**config.mk**
```make
export PLATFORM = sky130hd
export DESIGN_NAME = rx_sync_ctrl
export DESIGN_NICKNAME = d
export VERILOG_FILES = /design/src/rtl/rx_sync_ctrl.sv
export SDC_FILE = /design/constraint.sdc
export NUM_CORES = 1
export LEC_CHECK = 0
export ABC_AREA = 1
export ABC_CLOCK_PERIOD_IN_PS = 5200
export BUFFER_PORTS_ARGS = -buffer_cell sky130_fd_sc_hd__buf_2
export CORE_UTILIZATION = 30
export CTS_CLUSTER_DIAMETER = 150
export DETAILED_ROUTE_END_ITERATION = 6
export SYNTH_ARGS = -nofsm -noshare
export SYNTH_HDL_FRONTEND = slang
export SYNTH_SLANG_ARGS = --single-unit
```
**constraint.sdc**
```tcl
create_clock -name clk_i -period 5.2 [get_ports clk_i]
set_input_delay 1.3 -clock clk_i [delete_from_list [all_inputs] [get_ports clk_i]]
set_output_delay 1.3 -clock clk_i [all_outputs]
set_load 0.02 [all_outputs]
```
**src/rtl/rx_sync_ctrl.sv**
```systemverilog
// Rx frame sequencer: latches link config, soft-resets the pulse synchronizer, supervises lock,
// then walks preamble and payload bit counting; one rx_done_o pulse with status per frame.
module rx_sync_ctrl (
  input  logic        clk_i,
  input  logic        rst_n_i,
  input  logic        rx_start_i,
  input  logic        rx_abort_i,
  input  logic [8:0]  cfg_rate_i,
  input  logic        cfg_decode_i,
  input  logic [2:0]  cfg_lock_num_i,
  input  logic        cfg_lock_double_i,
  input  logic [5:0]  cfg_boot_bits_i,
  input  logic [11:0] cfg_bit_len_i,
  input  logic [15:0] cfg_lock_timeout_i,
  input  logic        pulse_sync_i,
  input  logic        err_lost_sync_i,
  input  logic        bit_valid_i,
  output logic        dec_rst_n_o,
  output logic [8:0]  set_rate_o,
  output logic        set_decode_o,
  output logic [2:0]  set_lock_num_o,
  output logic        set_lock_double_o,
  output logic        boot_sync_o,
  output logic        form_sync_o,
  output logic        rx_busy_o,
  output logic        rx_done_o,
  output logic [1:0]  rx_status_o,
  output logic [11:0] bit_cnt_o
);

  typedef enum logic [2:0] {
    S_IDLE,
    S_DRST,
    S_LOCK,
    S_PRE,
    S_DATA,
    S_DONE
  } state_e;

  localparam logic [1:0] ST_OK      = 2'd0;
  localparam logic [1:0] ST_TIMEOUT = 2'd1;
  localparam logic [1:0] ST_LOST    = 2'd2;
  localparam logic [1:0] ST_ABORT   = 2'd3;

  state_e      state_q, state_d;
  logic [8:0]  rate_q, rate_d;
  logic        decode_q, decode_d;
  logic [2:0]  lock_num_q, lock_num_d;
  logic        lock_double_q, lock_double_d;
  logic [5:0]  boot_lim_q, boot_lim_d;
  logic [11:0] bit_len_q, bit_len_d;
  logic [15:0] tmo_lim_q, tmo_lim_d;
  logic [15:0] tmo_cnt_q, tmo_cnt_d;
  logic [5:0]  boot_cnt_q, boot_cnt_d;
  logic [11:0] bit_cnt_q, bit_cnt_d;
  logic        drst_cnt_q, drst_cnt_d;
  logic [1:0]  status_q, status_d;

  logic        dec_rst_n_q;
  logic        boot_sync_q;
  logic        form_sync_q;
  logic        busy_q;
  logic        done_q;

  logic [5:0]  boot_inc;
  logic [11:0] bit_inc;

  assign boot_inc = boot_cnt_q + 6'd1;
  assign bit_inc  = bit_cnt_q + 12'd1;

  always_comb begin
    state_d       = state_q;
    rate_d        = rate_q;
    decode_d      = decode_q;
    lock_num_d    = lock_num_q;
    lock_double_d = lock_double_q;
    boot_lim_d    = boot_lim_q;
    bit_len_d     = bit_len_q;
    tmo_lim_d     = tmo_lim_q;
    tmo_cnt_d     = tmo_cnt_q;
    boot_cnt_d    = boot_cnt_q;
    bit_cnt_d     = bit_cnt_q;
    drst_cnt_d    = drst_cnt_q;
    status_d      = status_q;

    case (state_q)
      S_IDLE: begin
        if (rx_start_i) begin
          rate_d        = cfg_rate_i;
          decode_d      = cfg_decode_i;
          lock_num_d    = cfg_lock_num_i;
          lock_double_d = cfg_lock_double_i;
          boot_lim_d    = cfg_boot_bits_i;
          bit_len_d     = cfg_bit_len_i;
          tmo_lim_d     = cfg_lock_timeout_i;
          tmo_cnt_d     = '0;
          boot_cnt_d    = '0;
          bit_cnt_d     = '0;
          drst_cnt_d    = 1'b0;
          state_d       = S_DRST;
        end
      end

      S_DRST: begin
        if (rx_abort_i) begin
          status_d = ST_ABORT;
          state_d  = S_DONE;
        end else if (drst_cnt_q) begin
          state_d = S_LOCK;
        end else begin
          drst_cnt_d = 1'b1;
        end
      end

      S_LOCK: begin
        if (tmo_cnt_q != 16'hFFFF) tmo_cnt_d = tmo_cnt_q + 16'd1;
        // Lost-sync is meaningless before lock, so only abort and timeout can end the frame here.
        if (rx_abort_i) begin
          status_d = ST_ABORT;
          state_d  = S_DONE;
        end else if ((tmo_lim_q != 16'd0) && (tmo_cnt_q == tmo_lim_q)) begin
          status_d = ST_TIMEOUT;
          state_d  = S_DONE;
        end else if (pulse_sync_i) begin
          state_d = S_PRE;
        end
      end

      S_PRE: begin
        if (bit_valid_i && (boot_cnt_q != boot_lim_q)) boot_cnt_d = boot_inc;
        if (rx_abort_i) begin
          status_d = ST_ABORT;
          state_d  = S_DONE;
        end else if (err_lost_sync_i) begin
          status_d = ST_LOST;
          state_d  = S_DONE;
        end else if (boot_lim_q == 6'd0) begin
          state_d = S_DATA;
        end else if (bit_valid_i && (boot_inc == boot_lim_q)) begin
          state_d = S_DATA;
        end
      end

      S_DATA: begin
        // A bit arriving with lost-sync is still counted; status reflects the error.
        if (bit_valid_i && (bit_cnt_q != bit_len_q)) bit_cnt_d = bit_inc;
        if (rx_abort_i) begin
          status_d = ST_ABORT;
          state_d  = S_DONE;
        end else if (err_lost_sync_i) begin
          status_d = ST_LOST;
          state_d  = S_DONE;
        end else if (bit_len_q == 12'd0) begin
          status_d = ST_OK;
          state_d  = S_DONE;
        end else if (bit_valid_i && (bit_inc == bit_len_q)) begin
          status_d = ST_OK;
          state_d  = S_DONE;
        end
      end

      S_DONE: begin
        state_d = S_IDLE;
      end

      default: begin
        state_d = S_IDLE;
      end
    endcase
  end

  // Outputs are decoded from the next state so they line up with the state register.
  always_ff @(posedge clk_i or negedge rst_n_i) begin
    if (!rst_n_i) begin
      state_q       <= S_IDLE;
      rate_q        <= '0;
      decode_q      <= 1'b0;
      lock_num_q    <= '0;
      lock_double_q <= 1'b0;
      boot_lim_q    <= '0;
      bit_len_q     <= '0;
      tmo_lim_q     <= '0;
      tmo_cnt_q     <= '0;
      boot_cnt_q    <= '0;
      bit_cnt_q     <= '0;
      drst_cnt_q    <= 1'b0;
      status_q      <= ST_OK;
      dec_rst_n_q   <= 1'b1;
      boot_sync_q   <= 1'b0;
      form_sync_q   <= 1'b0;
      busy_q        <= 1'b0;
      done_q        <= 1'b0;
    end else begin
      state_q       <= state_d;
      rate_q        <= rate_d;
      decode_q      <= decode_d;
      lock_num_q    <= lock_num_d;
      lock_double_q <= lock_double_d;
      boot_lim_q    <= boot_lim_d;
      bit_len_q     <= bit_len_d;
      tmo_lim_q     <= tmo_lim_d;
      tmo_cnt_q     <= tmo_cnt_d;
      boot_cnt_q    <= boot_cnt_d;
      bit_cnt_q     <= bit_cnt_d;
      drst_cnt_q    <= drst_cnt_d;
      status_q      <= status_d;
      dec_rst_n_q   <= (state_d != S_DRST);
      boot_sync_q   <= (state_d == S_LOCK) || (state_d == S_PRE);
      form_sync_q   <= (state_d == S_DATA);
      busy_q        <= (state_d != S_IDLE);
      done_q        <= (state_d == S_DONE);
    end
  end

  assign dec_rst_n_o       = dec_rst_n_q;
  assign set_rate_o        = rate_q;
  assign set_decode_o      = decode_q;
  assign set_lock_num_o    = lock_num_q;
  assign set_lock_double_o = lock_double_q;
  assign boot_sync_o       = boot_sync_q;
  assign form_sync_o       = form_sync_q;
  assign rx_busy_o         = busy_q;
  assign rx_done_o         = done_q;
  assign rx_status_o       = status_q;
  assign bit_cnt_o         = bit_cnt_q;

endmodule

```
Word-level counts from Yosys, hierarchy flattened:

Index checks and enable logic that the tools add are counted.

* $lt $le $gt $ge: 0
* shift-type cells: 0
* div/mod/pow operators: 0
* $add $sub $neg: 3
* $mul: 0
* equality and inequality tests: 24
* bitwise gates (word level): 0
* multiplexer cells: 37
* reductions and logical operators: 22

Operator list (number)
* 3-bit 2-to-1 mux: 14
* 16-bit 2-to-1 mux: 2
* 16-bit one-hot mux with 2 select lines: 1
* 12-bit 2-to-1 mux: 2
* 12-bit one-hot mux with 2 select lines: 1
* 2-bit 2-to-1 mux: 9
* 16-bit by 1-bit adder with 16-bit output (second input constant): 1
* 16-bit equality test: 1
* 16-bit inequality test (second input constant): 1
* 16-bit nonzero test: 1
* 3-bit one-hot mux with 5 select lines: 1
* 12-bit by 1-bit adder with 12-bit output (second input constant): 1
* 12-bit equality test: 1
* 3-bit by 2-bit equality test with 1-bit output (second input constant): 4
* 12-bit zero test: 1
* 6-bit 2-to-1 mux: 2
* 12-bit inequality test: 1
* 2-bit inequality test (second input constant): 6
* 6-bit one-hot mux with 2 select lines: 1
* 3-bit AND reduction: 4
* 3-bit equality test (second input constant): 3
* 2-bit one-hot mux with 4 select lines: 1
* 2-bit nonzero test: 4
* 6-bit by 1-bit adder with 6-bit output (second input constant): 1
* other kinds (16): 22

* bits of input ports: 55
* latch bits: 0
* output and inout port bits: 33
* register bits: 93
* ROM bits: 0
* RAM bits: 0
* logic and storage cells: 104
* memories kept: 0

Depth between registers and ports, before layout:

* depth after elaboration: 10
* mapped depth: 16
* gate-level depth less buffers: 16

Worst setup path after synthesis:

OpenSTA, ideal clock, no wires.

* path type: input-to-reg
* from: input bit_valid_i
* to: register form_sync_q, in the netlist form_sync_o
* path buffers: 0
* arrival: 2.156 ns
* cell stages on the path: 13
* setup time: 0.116 ns
* path slack: 2.927 ns
* required time: 5.084 ns
* cells stage by stage: inv_1 -> a21oi_1 -> nand3_1 -> nor2_1 -> nand3_1 -> nor2_1 -> nand3_1 -> nand2_1 -> nand2_1 -> nand2_1 -> nand2_2 -> nand2_1 -> nor2_2

* word-level cells in the longest chain between the ends: 7
* elaborated cells on any way between the ends: 12
* classes of those cells: eq/ne (1); mux (9); reduce/logical (2)

RTL lines
* from (decl): line 17 `input logic bit_valid_i,`
* 1-bit logical AND, on equally long branches: line 156, 139
* 3-bit 2-to-1 mux, on equally long branches: line 156, 139
* 3-bit 2-to-1 mux, on equally long branches: line 153, 137
* 3-bit 2-to-1 mux, on equally long branches: line 150, 134
* 3-bit 2-to-1 mux, on equally long branches: line 147, 131
* 3-bit one-hot mux with 5 select lines *: line 86 `case (state_q)`
* 3-bit equality test *: line 209 `form_sync_q <= (state_d == S_DATA);`
* to (signal assigned): line 209
* to (decl): line 61 `logic form_sync_q;`

Mark *: on every way between the ends. The rest lies on a longest branch, timed or not.
A chain may end at the register's enable or synchronous reset.

Worst setup path in the final report:

* from: input rx_start_i
* to: register tmo_lim_q[9]

* word-level cells in the longest chain between the ends: 1

RTL lines
* from (decl): line 6 `input logic rx_start_i,`
* 2-bit AND reduction (no line)
* to (signal assigned): line 201 `tmo_lim_q <= tmo_lim_d;`
* to (decl): line 52 `logic [15:0] tmo_lim_q, tmo_lim_d;`

Every way passes these cells.

==> flow_summary.json <==
{
  "tightest_slew_ns": 0.8398,
  "slew_headroom_pct": 44.01,
  "utilization_pct": 36.94,
  "post_cts_resized": 0,
  "drc": 0,
  "syn_nets": 750,
  "p_sw_mw": 1.323,
  "synth_top_area_cell": "dfrtp_1",
  "cts_tree": "built",
  "crit_end": "tmo_lim_q[9]$_DFFE_PN0P_",
  "synthDominantCellAreaShare_pct": 44.41,
  "leakagePower_nw": 3.162,
  "grt_max_degree": 66,
  "r2r_end": "tmo_lim_q[9]$_DFFE_PN0P_",
  "dieHeight_um": 133.5,
  "syn_inst": 691,
  "dr.pass1.iters": 4,
  "synth_area_leaders": "dfrtp_1 44%, nand2_1 17%, inv_1 4.9%",
  "routabilityCongestion": 0.8429,
  "vdd_ir_drop_max_mv": 0.2349,
  "ctsHoldBuffers": 0,
  "r2r_cells": 7,
  "drt_iter0_markers": 291,
  "insertedDiodeCount": 0,
  "grt_setup_unrepaired": "no",
  "power_frac_seq_pct": 37.7,
  "hpwl_um": 9487,
  "slowest_stage": "buf_4",
  "ant_nets": 0,
  "crit_start": "rx_start_i",
  "timing.hold.ws_ns": 0.4828,
  "grt_pass1_wl_um": 21690,
  "dieArea_um2": 17810,
  "cts.sinks": 93,
  "seq_area_frac_synth_pct": 44.92,
  "gr-total-overflow": 0,
  "htree_levels": 3,
  "hold_violations": 0,
  "power_density_nw_per_um2": 508.1,
  "setup_viol": 0,
  "insertion_delay_ns": 0.36,
  "nNetsFinal": 835,
  "hold_class": "flip-flop to flip-flop",
  "period_minus_slack_ns": 2.633,
  "yosysWarnings": 0,
  "cts_setup_buffers": 0,
  "power_frac_clock_pct": 23.2,
  "start_util_pct": 31.04,
  "grt_util_all_layers_pct": 15.59,
  "post-route-period-util_pct": 50.63,
  "pin_count": 88,
  "wl_um": 12930,
  "p_sw_share_pct": 42.21,
  "cp-end-kind": "flip-flop",
  "fp-row-count": 47,
  "portBuffers": 87,
  "critPathMaxFanout": 58,
  "place_area_um2": 5844,
  "crit_chain": "buf_2 > nand2_4 > inv_2 > buf_4 > o21ai_0",
  "drive_gt1_share_pct": 18.69,
  "r2r-start": "state_q[0]$_DFF_PN0_",
  "antenna_found_initial": 0,
  "dieWidth_um": 133.5,
  "fillers": 1762,
  "avgViaCountPerCell": 4.627,
  "final_common_cell": "nand2_1",
  "cts-root-buf": "clkbuf_16",
  "tns_ns": 0,
  "grt_pass1_vias": 4421,
  "slowest_delay_ns": 0.54,
  "core_um2": 16700,
  "wl_per_cell_um": 12.92,
  "combPwrFrac_pct": 39.1,
  "path_clk_slew_ns": 0.07,
  "ys_ff_latch": 93,
  "syn_avg_cell_area_um2": 7.502,
  "clock.fmax_mhz": 379.8,
  "worstPathArrival_ns": 2.85,
  "cts_buffers": 9,
  "area_delta_synth_final_pct": 19.02,
  "crit_path_start_kind": "primary input",
  "clk_path_buf_depth": 2,
  "vias": 4632,
  "path_class": "primary input to flip-flop",
  "syn_area_um2": 5184,
  "layoutNonFillerInstCount": 1001,
  "final_cell_mix": "238 x nand2_1, 92 x dfrtp_1, 86 x buf_2",
  "dp.cells": 985,
  "crit_required_ns": 5.42,
  "fin_area_um2": 6170,
  "status": "finished clean",
  "cap_violations": 0,
  "fin_skew_ns": 0.005627,
  "report.final.slew_viol_count": 0,
  "reg2reg_slack_ns": 2.85,
  "intPower_mw": 1.811,
  "ys_types": 38
}
routing by layer:
layer  wire length [um]  track usage (%)  up-vias
met2               5758            23.84      114
met1               6166            20.69     2129
met3                817            5.251       16
li1                   -                -     2373
met4                189            4.924        0
met5                  0                0        -
kinds of logic after synthesis:
group,synth area share (%)
DFF,44.92
adders and majority gates,0.9655
xor gates and xnor gates,4.900
AOI/OAI and AO/OA,9.076
and+or+nand+nor,33.26
buffers and inverters,6.879
area by class of cell:
type                            count  area, um2  share of cell area, %
Timing Repair Buffer               89      452.9                  7.341
Clock buffer                       10      229.0                  3.711
Tap cell                          220      275.3                  4.462
Clock inverter                      6      96.34                  1.562
Multi-Input combinational cell    506       2499                  40.50
Sequential cell                    93       2328                  37.74
Inverter                           77      289.0                  4.685
critical path, delay by kind of cell:
kind	cells	cell delay, ns
AOI/OAI and AO/OA	1	0.16
buffers and inverters	3	1.00
and+or+nand+nor	1	0.33
through the flow:
stage	power, mW	worst slack [ns]
global route	3.397	2.403
CTS	3.169	2.538
global placement	2.413	2.216
floorplan	2.069	2.927
finish	3.135	2.567
detailed placement	2.425	2.161
Yosys cell counts, drive strengths merged:
| cell type | number |
|---|---|
| nand2 | 247 |
| dfrtp | 92 |
| inv | 76 |
| nor2 | 67 |
| o21ai | 50 |
| nand3 | 43 |
| xor2 | 24 |
| a21oi | 22 |
| nor3 | 13 |
| nand4 | 11 |
| clkbuf | 9 |
| buf | 6 |
| xnor2 | 5 |
| ha | 4 |
| nor4 | 4 |
| a211oi | 3 |
| nand3b | 3 |
| o22ai | 3 |
| a31oi | 2 |
| o211ai | 2 |
| a22oi | 1 |
| and3 | 1 |
| clkinv | 1 |
| dfstp | 1 |
| o311ai | 1 |
sequential cells by signal, summed over array words and instances (netlist names), 2 cells and up:
name and flops:
tmo_cnt_q 16, tmo_lim_q 16, bit_cnt_o 12, bit_len_q 12
set_rate_o 9, boot_cnt_q 6, boot_lim_q 6, set_lock_num_o 3
state_q 3, rx_status_o 2
how the worst min path moves through the flow:
stage               cells after the start                     startpoint                       endpoint
floorplan                               1      tmo_cnt_q[14]$_DFFE_PN0P_      tmo_cnt_q[14]$_DFFE_PN0P_
CTS                                     2      set_rate_o[1]$_DFFE_PN0P_      set_rate_o[1]$_DFFE_PN0P_
global placement                        2  set_lock_num_o[2]$_DFFE_PN0P_  set_lock_num_o[2]$_DFFE_PN0P_
finish                                  2      set_rate_o[6]$_DFFE_PN0P_      set_rate_o[6]$_DFFE_PN0P_
detailed placement                      2      set_rate_o[1]$_DFFE_PN0P_      set_rate_o[1]$_DFFE_PN0P_
global route                            2  set_lock_num_o[0]$_DFFE_PN0P_  set_lock_num_o[0]$_DFFE_PN0P_
power by group through the flow:
stage	combinational, mW	sequential (mW)	clock [mW]
floorplan	0.818	1.25	0
global placement	1.22	1.20	0
detailed placement	1.23	1.19	0
CTS	1.24	1.18	0.746
global route	1.41	1.22	0.776
finish	1.22	1.18	0.727
Power figures use the tool's default switching activity.
